[config.mk]
export PLATFORM = sky130hd
export DESIGN_NAME = a_buf_feeder
export DESIGN_NICKNAME = d
export VERILOG_FILES = /design/src/rtl/gnpu_pkg.sv /design/src/rtl/sa_skew_line.sv /design/src/rtl/a_buf_feeder.sv
export SDC_FILE = /design/constraint.sdc
export NUM_CORES = 1
export LEC_CHECK = 0
export CAP_MARGIN = 10
export CELL_PAD_IN_SITES_DETAIL_PLACEMENT = 1
export CELL_PAD_IN_SITES_GLOBAL_PLACEMENT = 1
export CORE_UTILIZATION = 44
export CTS_CLUSTER_DIAMETER = 100
export DETAILED_ROUTE_END_ITERATION = 8
export GPL_ROUTABILITY_DRIVEN = 0
export PLACE_DENSITY_LB_ADDON = 0.1
export SKIP_LAST_GASP = 1
export SYNTH_ARGS = -nofsm -noshare
export SYNTH_HDL_FRONTEND = slang
export SYNTH_HIERARCHICAL = 1
export SYNTH_SLANG_ARGS = --single-unit
[constraint.sdc]
create_clock -name clk -period 2.5 [get_ports clk]
set_clock_uncertainty 0.2 [all_clocks]
set_input_delay 0.625 -clock clk [delete_from_list [all_inputs] [get_ports clk]]
set_output_delay 0.625 -clock clk [all_outputs]
set_load 0.05 [all_outputs]
[src/rtl/gnpu_pkg.sv]
// Shared GNPU array geometry and the A-side feeder state encoding.
package gnpu_pkg;

    localparam int SA_ROWS           = 8;
    localparam int ELEM_W            = 8;
    localparam int SARRAY_LOAD_WIDTH = SA_ROWS * ELEM_W;
    localparam int TMMA_CNT_WIDTH    = 6;
    localparam int A_BUF_NUM         = 2;

    typedef enum logic [2:0] {
        FEED_IDLE,
        FEED_WAIT_BUF,
        FEED_ISSUE,
        FEED_DRAIN,
        FEED_RELEASE
    } feed_state_e;

endpackage

[src/rtl/sa_skew_line.sv]
// Fixed-depth delay line carrying one lane's element plus its valid bit.
module sa_skew_line #(
    parameter int DEPTH = 1,
    parameter int WIDTH = 8
) (
    input  logic             clk,
    input  logic             rst_n,
    input  logic             in_valid,
    input  logic [WIDTH-1:0] in_data,
    output logic             out_valid,
    output logic [WIDTH-1:0] out_data
);

    logic [DEPTH-1:0] vld;
    logic [WIDTH-1:0] dat [DEPTH];

    // NOTE: the data stages are reset along with the valids so a mid-tile reset leaves no stale element behind.
    always_ff @(posedge clk or negedge rst_n) begin
        if (!rst_n) begin
            vld <= '0;
            for (int i = 0; i < DEPTH; i++) dat[i] <= '0;
        end else begin
            vld[0] <= in_valid;
            dat[0] <= in_data;
            for (int i = 1; i < DEPTH; i++) begin
                vld[i] <= vld[i-1];
                dat[i] <= dat[i-1];
            end
        end
    end

    assign out_valid = vld[DEPTH-1];
    assign out_data  = vld[DEPTH-1] ? dat[DEPTH-1] : '0;

endmodule

[src/rtl/a_buf_feeder.sv]
// Reads one ping-pong A buffer row by row and feeds it, diagonally skewed, into the systolic array.
module a_buf_feeder #(
    parameter int SA_ROWS = gnpu_pkg::SA_ROWS,
    parameter int ELEM_W  = gnpu_pkg::ELEM_W,
    parameter int LOAD_W  = SA_ROWS * ELEM_W,
    parameter int CNT_W   = gnpu_pkg::TMMA_CNT_WIDTH
) (
    input  logic                            clk,
    input  logic                            rst_n,
    input  logic                            cmd_valid_i,
    output logic                            cmd_ready_o,
    input  logic                            cmd_buf_id_i,
    input  logic [CNT_W-1:0]                cmd_len_m1_i,
    input  logic [gnpu_pkg::A_BUF_NUM-1:0]  buf_full_i,
    output logic                            buf_release_o,
    output logic                            buf_release_id_o,
    output logic                            rd_a_buf_valid_o,
    output logic                            rd_a_buf_id_o,
    output logic [CNT_W-1:0]                rd_a_buf_addr_o,
    input  logic                            rd_a_buf_ret_valid_i,
    input  logic [LOAD_W-1:0]               rd_a_buf_ret_data_i,
    output logic [SA_ROWS-1:0]              sa_a_valid_o,
    output logic [LOAD_W-1:0]               sa_a_data_o,
    output logic                            busy_o
);

    import gnpu_pkg::*;

    localparam int DRAIN_W = $clog2(SA_ROWS + 1);

    feed_state_e        state;
    logic               buf_id;
    logic [CNT_W-1:0]   len_m1;
    logic [DRAIN_W-1:0] drain_cnt;
    logic               cap_valid;
    logic [LOAD_W-1:0]  cap_data;

    assign rd_a_buf_id_o = buf_id;

    // The read address register doubles as the row counter.
    // NOTE: all state and outputs here use non-blocking assignments so every register sees pre-edge values.
    always_ff @(posedge clk or negedge rst_n) begin
        if (!rst_n) begin
            state            <= FEED_IDLE;
            buf_id           <= 1'b0;
            len_m1           <= '0;
            drain_cnt        <= '0;
            cmd_ready_o      <= 1'b1;
            busy_o           <= 1'b0;
            buf_release_o    <= 1'b0;
            buf_release_id_o <= 1'b0;
            rd_a_buf_valid_o <= 1'b0;
            rd_a_buf_addr_o  <= '0;
        end else begin
            buf_release_o    <= 1'b0;
            buf_release_id_o <= 1'b0;
            case (state)
                FEED_IDLE: begin
                    if (cmd_valid_i) begin
                        buf_id      <= cmd_buf_id_i;
                        len_m1      <= cmd_len_m1_i;
                        cmd_ready_o <= 1'b0;
                        busy_o      <= 1'b1;
                        state       <= FEED_WAIT_BUF;
                    end
                end
                FEED_WAIT_BUF: begin
                    if (buf_full_i[buf_id]) begin
                        rd_a_buf_valid_o <= 1'b1;
                        rd_a_buf_addr_o  <= '0;
                        state            <= FEED_ISSUE;
                    end
                end
                FEED_ISSUE: begin
                    if (rd_a_buf_addr_o == len_m1) begin
                        rd_a_buf_valid_o <= 1'b0;
                        rd_a_buf_addr_o  <= '0;
                        drain_cnt        <= '0;
                        state            <= FEED_DRAIN;
                    end else begin
                        rd_a_buf_addr_o <= rd_a_buf_addr_o + CNT_W'(1);
                    end
                end
                FEED_DRAIN: begin
                    if (drain_cnt == DRAIN_W'(SA_ROWS - 1)) begin
                        buf_release_o    <= 1'b1;
                        buf_release_id_o <= buf_id;
                        state            <= FEED_RELEASE;
                    end else begin
                        drain_cnt <= drain_cnt + DRAIN_W'(1);
                    end
                end
                FEED_RELEASE: begin
                    cmd_ready_o <= 1'b1;
                    busy_o      <= 1'b0;
                    state       <= FEED_IDLE;
                end
                default: state <= FEED_IDLE;
            endcase
        end
    end

    always_ff @(posedge clk or negedge rst_n) begin
        if (!rst_n) begin
            cap_valid <= 1'b0;
            cap_data  <= '0;
        end else begin
            cap_valid <= rd_a_buf_valid_o && rd_a_buf_ret_valid_i;
            cap_data  <= (rd_a_buf_valid_o && rd_a_buf_ret_valid_i) ? rd_a_buf_ret_data_i : '0;
        end
    end

    // Lane 0 is fed straight from the capture register; lane r adds r more stages.
    for (genvar r = 0; r < SA_ROWS; r++) begin : g_lane
        if (r == 0) begin : g_direct
            assign sa_a_valid_o[0]          = cap_valid;
            assign sa_a_data_o[0 +: ELEM_W] = cap_data[0 +: ELEM_W];
        end else begin : g_skew
            sa_skew_line #(
                .DEPTH (r),
                .WIDTH (ELEM_W)
            ) u_skew (
                .clk       (clk),
                .rst_n     (rst_n),
                .in_valid  (cap_valid),
                .in_data   (cap_data[r*ELEM_W +: ELEM_W]),
                .out_valid (sa_a_valid_o[r]),
                .out_data  (sa_a_data_o[r*ELEM_W +: ELEM_W])
            );
        end
    end

endmodule

# [After elaboration in Yosys (flattened, before gate mapping)]
# Index checks and enable logic that the tools add are counted.
[op_classes] reduce_logical=11 mux=32 n_addsub=2 n_lt_le_gt_ge=1 n_eq_ne=11
[ops] operator="$mux 64" n=1
[ops] operator="$mux 8" n=7
[ops] operator="$mux 3" n=4
[ops] operator="$mux 6" n=2
[ops] operator="$pmux 3 s4" n=1
[ops] operator="$pmux 6 s2" n=1
[ops] operator="$mux 1" n=10
[ops] operator="$ne 2x2->1 const B" n=5
[ops] operator="$mux 4" n=2
[ops] operator="$pmux 4 s2" n=1
[ops] operator="$add 6x1->6 const B" n=1
[ops] operator="$eq 3x2->1 const B" n=2
[ops] operator="$eq 6x6->1" n=1
[ops] operator="$pmux 1 s2" n=3
[ops] operator="$reduce_and 2->1" n=3
[ops] operator="$reduce_and 3->1" n=2
[ops] operator="$reduce_bool 2->1" n=3
[ops] operator="$add 4x1->4 const B" n=1
[ops] operator="$eq 4x3->1 const B" n=1
[ops] operator="$reduce_and 4->1" n=1
[ops] operator="$eq 3x1->1 const B" n=1
[ops] operator="$eq 3x3->1 const B" n=1
[ops] operator="$logic_not 3->1" n=1
[ops] operator="$lt 1x2->1 const B" n=1
[ops] operator="$logic_and 1x1->1" n=1
[totals] in_bits=77 register_bits=342 out_inout_bits=84 wordCells=104

# [Logic depth before layout (Yosys ltp)]
[logic_depth] depth_word=4 depth_mapped=6

# [Modules after synthesis]
# Netlist, hierarchy kept.
[by_module_without_submodules] module="a_buf_feeder" n_inst=1 area_each_um2=3392.0 cells_per_inst=271
[by_module_without_submodules] module="sa_skew_line at g_lane[7].g_skew.u_skew" n_inst=1 area_each_um2=1626.6 cells_per_inst=71
[by_module_without_submodules] module="sa_skew_line at g_lane[6].g_skew.u_skew" n_inst=1 area_each_um2=1401.3 cells_per_inst=62
[by_module_without_submodules] module="sa_skew_line at g_lane[5].g_skew.u_skew" n_inst=1 area_each_um2=1176.1 cells_per_inst=53
[by_module_without_submodules] module="sa_skew_line at g_lane[4].g_skew.u_skew" n_inst=1 area_each_um2=950.9 cells_per_inst=44
[by_module_without_submodules] module="sa_skew_line at g_lane[3].g_skew.u_skew" n_inst=1 area_each_um2=725.7 cells_per_inst=35
[by_module_without_submodules] module="sa_skew_line at g_lane[2].g_skew.u_skew" n_inst=1 area_each_um2=500.5 cells_per_inst=26
[by_module_without_submodules] module="sa_skew_line at g_lane[1].g_skew.u_skew" n_inst=1 area_each_um2=275.3 cells_per_inst=17

# [Worst setup path after synthesis]
# OpenSTA, ideal clock, no wires.
[synth_timing] kind="flip-flop to output port" from="register g_lane[1].g_skew.u_skew.vld" to="output port sa_a_data_o[10]" path_stages_with_launch=2 t_arrival_ps=1176 required_ps=1675 slack_ps=499 cell_sequence="dfrtp_1 and2_1"
[synth_via] elab_chain_len=1
[synth_rtl] item="start: declaration" line_no="sa_skew_line.sv:14" source="logic [DEPTH-1:0] vld;"
[synth_rtl] item="start signal: indexed assignment" line_no="sa_skew_line.sv:26" source="vld[i] <= vld[i-1];"
[synth_rtl] item="$mux 8" line_no="sa_skew_line.sv:33" source="assign out_data = vld[DEPTH-1] ? dat[DEPTH-1] : '0;"
[synth_rtl] item="end: declaration" line_no="a_buf_feeder.sv:23" source="output logic [LOAD_W-1:0] sa_a_data_o,"
# No other way between the ends.

# [Final worst setup path]
[layout_timing] from="register cap_data[4]" to="output port sa_a_data_o[4]"
[layout_rtl] item="start: declaration" line_no="a_buf_feeder.sv:36" source="logic [LOAD_W-1:0] cap_data;"
[layout_rtl] item="start signal: assignment" line_no="a_buf_feeder.sv:109" source="cap_data <= (rd_a_buf_valid_o && rd_a_buf_ret_valid_i) ? rd_a_buf_ret_data_i : '0;"
# No word-level cell between the ends.

==> flow_summary.ini <==
[power_and_ir_drop]
worst_ir_drop_vdd_mv = 0.5996
swShare_pct = 26.16
combPwrFrac_pct = 13.5
switching_power_mw = 3.524
p_leak_nw = 6.564
clkPwrFrac_pct = 38.5
intPower_mw = 9.947
power.density_nw_per_um2 = 1028
seqPwrFrac_pct = 48.0

[sta]
finalCritPeriodShare_pct = 98.78
rsz0062_at_grt = no
slew_headroom_pct = 61.07
setup_tns_ns = 0
max_freq_mhz = 404.9
worstMarginPinSlew_ns = 0.5840
post-route-min-period_ns = 2.470
hold_viol = 0
setup_ws_ns = 0.03041
setup_viol = 0
maxSlewViolCount = 0

[grt]
grt_pass1_vias = 5948
antenna_found_initial = 1
grt_usage_pct = 17.40
grt_max_degree = 68
grt_pass1_wl_um = 31670
grt_remaining_overflow = 0

[yosys]
synth_nets = 658
dominantRegCellSynth = dfrtp_1
netlist_top_cells_area = dfrtp_1, and3_1, and2_1
yosysWarnings = 6
avgSynthCellArea_um2 = 17.35
postSynthCellCount = 579
synth.distinct_cells = 38
yosysSeqAreaShare_pct = 85.18
ys_ff_latch = 342
yosys.area.top_type = dfrtp_1
syn_area_um2 = 10050
synthArstFlopShare_pct = 100.0
synth_top_area_share_pct = 84.92
synth-edff-count = 0

[critical_path]
rr_startpoint = state[2]
rrSetupSlack_ns = 0.50
cp-end-kind = primary output
crit_slowest_cell = clkdlybuf4s50_1
worstPathArrival_ns = 1.64
critPathMaxFanout = 1
startpoint_type = flip-flop
reg2reg_depth = 5
critical_path_class = flip-flop to primary output
rr_endpoint = rd_a_buf_addr_o[2]
cp_slowest_stage_delay_ns = 0.81
crit_family = buffers and inverters
path_buf_inv = 1
crit_chain = clkdlybuf4s50_1
worstPathRequired_ns = 1.67

[worst_hold_path]
hp-class = flip-flop to flip-flop
hp-start = cap_data[63]
worstHoldPathCells = 0
min_to = g_lane[7].g_skew.u_skew/dat[55]

[floorplanning]
dieArea_um2 = 23450
die_h_um = 153.1
die_x_um = 153.1
fp.coreArea_um2 = 22090
start_util_pct = 45.48
num_io_pins = 161
rows = 54

[drt]
viasPerCell = 4.686
vias = 5047
drtIter0Drc = 203
wl_per_cell_um = 17.65
drt-total-wl_um = 19010
final_antenna_net_count = 0
first_pass_iters = 4
drc_errors = 0

[clock_network]
cts_setup_buffers = 0
cts-root-buf = clkbuf_16
clk_latency_ns = 0.50
tritoncts.num_buffers = 36
cts_tree = built
clk_pin_slew_ns = 0.06
cts_buffer_depth = 3
cts_max_level = 2
clkSinkCount = 342

[place]
dp_slack_ns = 0.1803
placed_area_um2 = 11920
port_buffers = 160
place_inst = 1010
dp_hpwl_um = 11960

[flow_run]
cap_violations = 0

[cells_and_area]
n_fill_cell = 2027
syn_to_final_growth_pct = 30.36
fin_area_um2 = 13100
fin_cells = 1077
nets = 848
final_core_util_pct = 59.29
drive_gt1_share_pct = 19.10

[outcome]
status = complete, no violations
[through the flow]
stage          hold WS [ns]  total power, mW
3_3_place_gp         0.1310            8.317
6_report             0.1407            13.47
3_5_place_dp         0.1356            8.444
2_1_floorplan        0.1294            7.634
5_1_grt              0.1512            14.10
4_1_cts              0.1419            13.69
[layout make-up]
class	count	area (um2)	share of cell area (%)
sequential	342	8561	65.35
clock buffer	50	1003	7.661
antenna	1	2.502	0.01910
inverter	1	3.754	0.02866
multi-input combinational	210	1343	10.25
clock inverter	15	171.4	1.309
tap	280	350.3	2.675
timing repair buffer	178	1664	12.70
[sequential cells by signal (all words and copies together) (netlist names), 3 cells and up]
register,cells
g_lane.g_skew.u_skew/dat,224
cap_data,64
g_lane.g_skew.u_skew/vld,27
len_m1,6
rd_a_buf_addr_o,6
drain_cnt,4
state,3
[power by group through the flow]
stage          clock [mW]  sequential [mW]  combinational, mW
2_1_floorplan           0             6.68              0.954
3_3_place_gp            0             6.50               1.81
3_5_place_dp            0             6.56               1.88
4_1_cts              5.36             6.48               1.85
5_1_grt              5.58             6.54               1.98
6_report             5.19             6.46               1.82
[worst max-delay path by stage]
stage | startpoint | endpoint | slack [ns] | depth (start not counted)
after global placement | buf_full_i[0] | rd_a_buf_addr_o[5] | 0.25 | 6
final | cap_data[4] | sa_a_data_o[4] | 0.03 | 1
after CTS | cap_data[4] | sa_a_data_o[4] | 0.001 | 1
after floorplan | g_lane[1].g_skew.u_skew/out_valid | sa_a_data_o[10] | 0.50 | 1
after detailed placement | buf_full_i[1] | rd_a_buf_addr_o[5] | 0.18 | 6
after global routing | cap_data[1] | sa_a_data_o[1] | 0.0004 | 1
[worst register-to-register path: stages (launching register included)]
cell,delay (ns)
dfrtp_1,0.48
nand2b_1,0.25
nor2_1,0.29
o21ai_1,0.28
nor3b_1,0.32
a21o_1,0.12
[cells in the mapped netlist, types with 2 or more instances]
| cell type | n |
|---|---|
| mux2_2 | 8 |
| buf_4 | 10 |
| nand2_1 | 14 |
| a22oi_1 | 2 |
| ha_1 | 2 |
| and2_1 | 58 |
| dfrtp_1 | 341 |
| and3_1 | 64 |
| nand3_1 | 5 |
| nor2_1 | 12 |
| clkbuf_1 | 15 |
| o21ai_0 | 6 |
| nor3_1 | 4 |
| a22o_1 | 3 |
| mux2i_1 | 2 |
| xnor2_1 | 7 |
| a21oi_1 | 5 |
[cell families after synthesis]
family,count (synthesis),synth area share [%]
XOR/XNOR,8,0.6973
multiplexers,10,1.096
AND/OR/NAND/NOR,166,9.688
buffers and inverters,27,1.457
adder cells (fa/ha/maj),2,0.2490
flip-flops,342,85.18
AO/OA/AOI/OAI,24,1.631
[per-layer routing]
metal / share of wire (%) / wire length (um) / GRT usage (%)
met2: 53 / 10140 / 30.27
met4: 1.4 / 269 / 5.099
met3: 4.8 / 914 / 4.168
met5: 0 / 0 / 0
met1: 40 / 7677 / 21.69
[cells in the final DEF, fill, tap and decap left out, types with 2 or more instances in the layout]
cell and count:
nor3_1 4, bufinv_16 3, xnor2_1 7, buf_4 72, clkbuf_1 9, nand2_1 14
buf_12 7, clkbuf_16 36, nand3_1 5, nor2_1 12, a22o_1 3, inv_6 2
dlygate4sd2_1 14, mux2_2 8, dlymetal6s2s_1 4, clkinv_2 8, dfrtp_1 340, mux2i_1 2
ha_1 2, and2_1 58, a21oi_1 5, a22oi_1 2, o21ai_0 6, clkdlybuf4s50_1 78
and3_1 64, clkbuf_8 5
[timing repair]
action                                  in CTS  in global routing
endpoints found under the hold margin       41                  0
endpoints found under the setup margin      14                  4
resized for setup                           14                  4
hold buffers                                 1                  0
Power figures use the tool's default switching activity.
